--- src/rtl/mem_bus_responder.sv ---
// Memory-bus responder: answers each request after a bounded wait and keeps a shadow of one tracked word.
// Optional protocol checker enabled by defining MEM_BUS_RESPONDER_PROTO_CHECK_EN.
module mem_bus_responder #(
  parameter int MAX_WAIT = 4
) (
  input  logic        clk,
  input  logic        resetn,
  input  logic        mem_valid,
  input  logic        mem_instr,
  input  logic [31:0] mem_addr,
  input  logic [31:0] mem_wdata,
  input  logic [3:0]  mem_wstrb,
  output logic        mem_ready,
  output logic [31:0] mem_rdata,
  input  logic [3:0]  any_delay,
  input  logic [31:0] any_rdata,
  input  logic [31:0] dmem_addr,
  output logic [31:0] dmem_data,
  output logic        err
);

  localparam logic [3:0] MAX_WAIT_C = 4'(MAX_WAIT);

  typedef enum logic [1:0] {
    IDLE = 2'd0,
    WAIT = 2'd1,
    RESP = 2'd2
  } state_t;

  state_t      state_q, state_d;
  logic [3:0]  cnt_q, cnt_d;
  logic        instr_q, instr_d;
  logic [31:0] addr_q, addr_d;
  logic [31:0] wdata_q, wdata_d;
  logic [3:0]  wstrb_q, wstrb_d;
  logic [31:0] dmem_q, dmem_d;
  logic        word_match;
  logic        is_read;
  logic        unused_bits;

  function automatic logic [3:0] sat_delay(input logic [3:0] d);
    return (d > MAX_WAIT_C) ? MAX_WAIT_C : d;
  endfunction

  function automatic logic [31:0] merge_lanes(input logic [31:0] old_w,
                                              input logic [31:0] new_w,
                                              input logic [3:0]  strb);
    logic [31:0] res;
    res = old_w;
    for (int i = 0; i < 4; i++) begin
      if (strb[i]) res[8*i +: 8] = new_w[8*i +: 8];
    end
    return res;
  endfunction

  // Match uses the live tracked address so it may move while a transfer waits.
  assign word_match = (addr_q[31:2] == dmem_addr[31:2]);
  assign is_read    = (wstrb_q == 4'd0);

  always_ff @(posedge clk or negedge resetn) begin
    if (!resetn) begin
      state_q <= IDLE;
      cnt_q   <= 4'd0;
      instr_q <= 1'b0;
      addr_q  <= 32'd0;
      wdata_q <= 32'd0;
      wstrb_q <= 4'd0;
      dmem_q  <= 32'd0;
    end else begin
      state_q <= state_d;
      cnt_q   <= cnt_d;
      instr_q <= instr_d;
      addr_q  <= addr_d;
      wdata_q <= wdata_d;
      wstrb_q <= wstrb_d;
      dmem_q  <= dmem_d;
    end
  end

  always_comb begin
    state_d = state_q;
    cnt_d   = cnt_q;
    instr_d = instr_q;
    addr_d  = addr_q;
    wdata_d = wdata_q;
    wstrb_d = wstrb_q;
    dmem_d  = dmem_q;
    unique case (state_q)
      IDLE: begin
        if (mem_valid) begin
          instr_d = mem_instr;
          addr_d  = mem_addr;
          wdata_d = mem_wdata;
          wstrb_d = mem_wstrb;
          cnt_d   = sat_delay(any_delay);
          state_d = WAIT;
        end
      end
      WAIT: begin
        if (cnt_q == 4'd0) state_d = RESP;
        else               cnt_d   = cnt_q - 4'd1;
      end
      RESP: begin
        state_d = IDLE;
        if (!is_read && word_match) dmem_d = merge_lanes(dmem_q, wdata_q, wstrb_q);
      end
      default: state_d = IDLE;
    endcase
  end

  assign mem_ready = (state_q == RESP);
  assign mem_rdata = (state_q != RESP)        ? 32'd0 :
                     (is_read && word_match)  ? dmem_q : any_rdata;
  assign dmem_data = dmem_q;

`ifdef MEM_BUS_RESPONDER_PROTO_CHECK_EN
  logic err_q, err_d;

  // Request must stay stable from acceptance until its response; fetches never write.
  always_comb begin
    err_d = err_q;
    if ((state_q == WAIT || state_q == RESP) &&
        (!mem_valid || mem_instr != instr_q || mem_addr != addr_q ||
         mem_wdata != wdata_q || mem_wstrb != wstrb_q))
      err_d = 1'b1;
    if (mem_valid && mem_instr && (mem_wstrb != 4'd0))
      err_d = 1'b1;
  end

  always_ff @(posedge clk or negedge resetn) begin
    if (!resetn) err_q <= 1'b0;
    else         err_q <= err_d;
  end

  assign err = err_q;
`else
  assign err = 1'b0;
`endif

  assign unused_bits = ^{instr_q, addr_q[1:0], dmem_addr[1:0]};

endmodule

--- config.mk ---
export PLATFORM = sky130hd
export DESIGN_NAME = mem_bus_responder
export DESIGN_NICKNAME = d
export VERILOG_FILES = /design/src/rtl/mem_bus_responder.sv
export SDC_FILE = /design/constraint.sdc
export NUM_CORES = 1
export LEC_CHECK = 0
export CAP_MARGIN = 20
export CORE_ASPECT_RATIO = 0.75
export CORE_MARGIN = 2
export CORE_UTILIZATION = 45
export CTS_CLUSTER_DIAMETER = 30
export CTS_CLUSTER_SIZE = 40
export DETAILED_ROUTE_END_ITERATION = 16
export HOLD_SLACK_MARGIN = 0.08
export PLACE_DENSITY = 0.83
export SLEW_MARGIN = 20
export SYNTH_ARGS = -nofsm -noshare
export SYNTH_HDL_FRONTEND = slang
export SYNTH_SLANG_ARGS = --single-unit
--- constraint.sdc ---
create_clock -name clk -period 5.7 [get_ports clk]
set_input_delay 1.425 -clock clk [delete_from_list [all_inputs] [get_ports clk]]
set_output_delay 1.425 -clock clk [all_outputs]
set_load 0.05 [all_outputs]
==> metrics.cfg, run 1 <==
[hold_path]
hold_path_end = wdata_q[5]
hp-start = wdata_q[5]
hold_class = register to register
hold_path_depth = 1

[synthesis]
syn_avg_cell_area_um2 = 12.2
yosysUniqueCellTypes = 29
synthFlopType = dfrtp_1
synth_common_cells = dfrtp_1, mux2_2, nand3_1, a21boi_0, o21ai_0
synth-edff-count = 0
synth_top_area_share_pct = 51.9
yosysMostFrequentCell = dfrtp_1
ys_seq_area_share_pct = 51.9
netlist_area_um2 = 5010
synthTopCellsByArea = dfrtp_1, mux2_2, a21boi_0
yosysTopAreaCell = dfrtp_1
synthesis.nets = 550
synth_cells = 409
ys_seq_elements = 104
ys_async_sr_fraction_pct = 100
yosys_warnings = 0

[global_routing]
grt_pass1_wl_um = 21700
grt_pass1_vias = 4270
grt_overflow = 0
grt_max_degree = 59
grt.total_usage_pct = 23.1
antenna_found_initial = 0

[worst_setup_path]
r2r_cells = 6
path_common_cell = buf_4
worst-r2r-setup-slack_ps = 2980
startpoint = dmem_addr[4]
cp_slowest_cell = nor4_1
end_kind = primary output
startpoint_type = input pin
crit_type = input pin to primary output
crit_required_ps = 4280
crit_chain = clkdlybuf4s50_1 -> xor2_1 -> nor4_1 -> and4_1 -> buf_4 -> nand3_1 -> a21boi_0 -> buf_4
rr_endpoint = dmem_data[17]
critPathArrivalTime_ps = 3800
cpPeakStageDelay_ps = 560
r2r-start = addr_q[13]
path_max_fanout = 32
path_buf_inv = 3
path_delay_family = buffers and inverters

[cts]
cts_tree = done
numCtsBuffers = 9
cts_max_path_buffers = 2
hold_buffers = 0
cts_setup_buffers = 0
htree_levels = 3
cts_resized = 0
clk_latency_ps = 340
clock_sinks = 104
clk_transition_reported_paths_ps = 70
root_buffer = clkbuf_16

[layout]
diodes = 0
syn2layout_area_growth_pct = 46.4
layout-drive-gt1-share_pct = 26.8
fill_cells = 845
nets = 741

[pwr]
ir_drop_mv = 0.288
powerDensity_nw_per_um2 = 362
p_leak_nw = 3.05

[timing]
finalSetupViolCount = 0
tns_ps = 0
worst_pin_slew_ps = 725
fin_crit_sh_pct = 91.7
drv_slew = 0
max_freq_mhz = 191
maxSlewHeadroom_pct = 51.6
period_needed_ps = 5230
rsz0062_at_grt = no
holdWs_ps = 504
hold_viol = 0
finalClockSkew_ps = 7.44

[floorplan]
die_h_um = 95.4
core_um2 = 10900
io_pins = 206
placementRows = 33
dieArea_um2 = 12000
die_w_um = 126
start_util_pct = 46.0

[route]
drt-met1-wl_um = 5590
drt_pass1_iterations = 5
wl_per_cell_um = 18.0
top_layer_used = met4
met2_length_um = 6540
dr_total_vias = 4043
routed_wl_um = 13400
vias_per_cell = 5.43
drc_errors = 0
drtIter0Drc = 213
route.met3.wl_um = 1190
antenna_left = 0

[place]
io_buffers = 199
hpwl_um = 9870
gp_congestion = 0.840

[flow_run]
cap_violations = 0

[outcome]
status = completed

where the power goes:
part / internal [W] / total, W / switching, W / leakage, nW
logic: 0.000483 / 0.000920 / 0.000437 / 1.63
clock network: 0.000299 / 0.000578 / 0.000278 / 0.128
registers: 0.00100 / 0.00116 / 0.000158 / 1.30
final cells by class:
cell class | instances | area, um2 | share of cell area [%]
clock inverter | 7 | 53.8 | 0.734
tap | 140 | 175 | 2.39
sequential | 104 | 2600 | 35.5
multi-input combinational | 275 | 2300 | 31.3
clock buffer | 9 | 225 | 3.07
inverter | 3 | 11.3 | 0.154
timing repair buffer | 207 | 1970 | 26.9
how the worst max path moves through the flow:
stage	end	cells after the start
floorplan	mem_rdata[0]	7
global placement	mem_rdata[28]	8
detailed placement	mem_rdata[28]	8
CTS	mem_rdata[28]	8
global route	mem_rdata[9]	8
finish	mem_rdata[28]	8
worst register-to-register path, delay by kind of cell, from the launching register on:
kind / cells / cell delay [ps]
AND/OR/NAND/NOR: 3 / 1360
multiplexers: 1 / 420
flip-flops: 1 / 390
buffers and inverters: 1 / 300
XOR/XNOR: 1 / 140
stage by stage:
stage	utilization [%]	instance area, um2	instances	power, W	setup slack [ps]
finish	67.3	7330	745	0.00266	472
global route	67.3	7330	745	0.00283	314
detailed placement	64.7	7060	729	0.00210	532
global placement	64.7	7060	729	0.00202	601
floorplan	-	5010	409	0.00179	423
CTS	67.3	7330	745	0.00268	520
layer usage:
layer / global-route usage, % / up-vias
li1: - / 1855
met5: 0 / -
met2: 40.4 / 175
met1: 28.0 / 1998
met3: 8.64 / 15
met4: 4.12 / 0
cells by family (layout without fill, tap and decap cells):
logic type,count (synthesis),after routing,synth area share [%]
AOI/OAI and AO/OA,72,72,8.92
xor gates and xnor gates,30,30,5.24
adders and majority gates,1,1,0.250
buffers and inverters,30,226,2.35
DFF,104,104,51.9
muxes,98,98,22.0
other,1,1,0.0749
and+or+nand+nor,73,73,9.19
cell usage in the layout (no fill, tap or decap), types with 2 or more instances in the layout:
cell / count
nor4_1: 6
xnor2_1: 4
nand2_1: 3
nand3_1: 36
nor2_1: 7
a21boi_0: 32
and4_1: 3
nor3_1: 3
clkinvlp_4: 3
inv_6: 2
buf_4: 41
nand4_1: 3
or4_1: 2
dfrtp_1: 104
nor4_4: 4
clkdlybuf4s50_1: 166
clkbuf_16: 9
o21ai_0: 32
inv_1: 3
xor2_1: 26
a21oi_1: 6
mux2_2: 98
state kept, by name, indices dropped and copies added (netlist names):
signal and flops:
dmem_data 32, wdata_q 32, addr_q 30, cnt_q 4, wstrb_q 4, state_q 2
(Power assumes the default switching activity.)
==> inputs of run 2 (changes only) <==
--- a/config.mk
+++ b/config.mk
@@ -5,15 +5,15 @@
 export SDC_FILE = /design/constraint.sdc
 export NUM_CORES = 1
 export LEC_CHECK = 0
-export CAP_MARGIN = 20
 export CORE_ASPECT_RATIO = 0.75
 export CORE_MARGIN = 2
-export CORE_UTILIZATION = 45
+export CORE_UTILIZATION = 47
 export CTS_CLUSTER_DIAMETER = 30
 export CTS_CLUSTER_SIZE = 40
 export DETAILED_ROUTE_END_ITERATION = 16
 export HOLD_SLACK_MARGIN = 0.08
-export PLACE_DENSITY = 0.83
+export PLACE_DENSITY = 0.87
+export RECOVER_POWER = 50
 export SLEW_MARGIN = 20
 export SYNTH_ARGS = -nofsm -noshare
 export SYNTH_HDL_FRONTEND = slang
==> metrics.cfg, run 2 (same netlist as run 1, synthesis figures left out) <==
[worst_setup_path]
r2r_cells = 5  ; -1
startpoint_type = input pin
end_kind = primary output
critPathArrivalTime_ps = 3740  ; -60 ps
rr_endpoint = cnt_q[0]
crit_required_ps = 4280  ; about the same
r2r-start = state_q[0]
path_max_fanout = 14  ; -56%
worst-r2r-setup-slack_ps = 2830  ; -150 ps
crit_type = input pin to primary output

[layout]
layout-drive-gt1-share_pct = 26.6  ; -0.18 points
syn2layout_area_growth_pct = 46.7
finalInstanceArea_um2 = 7350  ; +0.19%
diodes = 0  ; unchanged
nets = 745  ; +0.54%
mostFrequentLayoutCells = clkdlybuf4s50_1, dfrtp_1, mux2_2
layout_commonest_cell = clkdlybuf4s50_1
fill_cells = 728  ; -14%

[hold_path]
hp-start = wdata_q[3]
hold_path_depth = 1  ; unchanged
hold_path_end = dmem_data[3]
hold_class = register to register

[pwr]
ir_drop_mv = 0.223  ; -23%
p_leak_nw = 3.06  ; +0.29%
powerDensity_nw_per_um2 = 361  ; -0.29%

[timing]
holdWs_ps = 503  ; -0.865 ps
finalClockSkew_ps = 6.41  ; -1.02 ps
max_freq_mhz = 193  ; +1.1%
hold_viol = 0  ; unchanged
tns_ps = 0  ; unchanged
fin_crit_sh_pct = 90.7  ; -1.0 points
maxSlewHeadroom_pct = -109  ; -160 points
finalSetupViolCount = 0  ; unchanged
setup_ws_ps = 531  ; +59.0 ps
worst_pin_slew_ps = 3140  ; +2410 ps
period_needed_ps = 5170  ; -59.0 ps
drv_slew = 94  ; +94
rsz0062_at_grt = no

[global_routing]
grt_pass1_vias = 4230  ; -0.94%
grt_pass1_wl_um = 21100  ; -2.7%
grt_overflow = 0  ; unchanged
antenna_found_initial = 0  ; unchanged
grt.total_usage_pct = 23.9  ; +0.82 points
grt_max_degree = 60  ; +1.7%

[floorplan]
placementRows = 32  ; -3.0%
die_w_um = 123  ; -2.1%
io_pins = 206  ; unchanged
die_h_um = 93.4  ; -2.1%
start_util_pct = 48.5  ; +2.5 points
dieArea_um2 = 11500  ; -4.1%
core_um2 = 10300  ; -5.2%

[cts]
clk_latency_ps = 340  ; about the same
hold_buffers = 0  ; unchanged
root_buffer = clkbuf_16
cts_setup_buffers = 0  ; unchanged
cts_max_path_buffers = 2  ; unchanged
cts_resized = 0  ; unchanged
cts_tree = done
clk_transition_reported_paths_ps = 60  ; about the same
htree_levels = 3  ; unchanged
numCtsBuffers = 9  ; unchanged
clock_sinks = 104  ; unchanged

[route]
drt_pass1_iterations = 4  ; -1
drc_errors = 0  ; unchanged
wl_per_cell_um = 18.0  ; -0.19%
dr_total_vias = 4038  ; -0.12%
routed_wl_um = 13400  ; -0.19%
vias_per_cell = 5.42  ; -0.12%
drtIter0Drc = 165  ; -23%
antenna_left = 0  ; unchanged

[place]
io_buffers = 199  ; unchanged
place_area_um2 = 7080  ; +0.35%
dp_slack_ps = 511  ; -21.0 ps
gp_congestion = 0.811  ; -3.4%
hpwl_um = 9740  ; -1.4%

[outcome]
status = complete, but fails checks
violations = capacitance limit, slew limit

[flow_run]
cap_violations = 2  ; +2

## run 2: worst max path at each step
stage	slack, ps	from	endpoint	cells past startpoint
CTS	500	dmem_addr[8]	mem_rdata[27]	8
global placement	550	dmem_addr[24]	mem_rdata[28]	8
detailed placement	510	dmem_addr[8]	mem_rdata[27]	8
finish	530	dmem_addr[13]	mem_rdata[28]	8
floorplan	420	dmem_addr[4]	mem_rdata[0]	7
global route	300	resetn	dmem_data[20]	2
## run 2: cell type report
type,instances,area [um2],share of cell area [%]
Clock buffer,10,239,3.25
Clock inverter,6,43.8,0.596
Inverter,3,11.3,0.153
Multi-Input combinational cell,275,2290,31.2
Sequential cell,104,2600,35.4
Tap cell,136,170,2.32
Timing Repair Buffer,211,1990,27.1
## run 2: where the power goes
| part | total [W] | internal [W] | leakage, nW | switching, W |
|---|---|---|---|---|
| Clock | 0.000584 | 0.000309 | 0.127 | 0.000275 |
| Sequential | 0.00116 | 0.00100 | 1.30 | 0.000157 |
| Combinational | 0.000912 | 0.000485 | 1.64 | 0.000427 |
## run 2: worst max-delay path, stage by stage
cell	delay [ps]
clkdlybuf4s50_1	410
xor2_1	160
nor4_1	510
and4_1	380
buf_4	260
nand3_1	90
a21boi_0	240
buf_4	250
## run 2: stage by stage
stage               total power, W  util [%]  cells
finish                     0.00266      71.1    745
global route               0.00281      71.1    745
CTS                        0.00268      71.3    745
detailed placement         0.00209      68.5    729
global placement           0.00203      68.5    729
floorplan                  0.00179         -    409
## run 2: per-layer routing
metal,vias to the layer above,GRT usage (%),part of all wire [%]
li1,1863,-,-
met1,1961,28.7,41
met2,187,39.2,47
met3,27,9.02,9.7
met4,0,8.62,2.2
met5,-,0,0
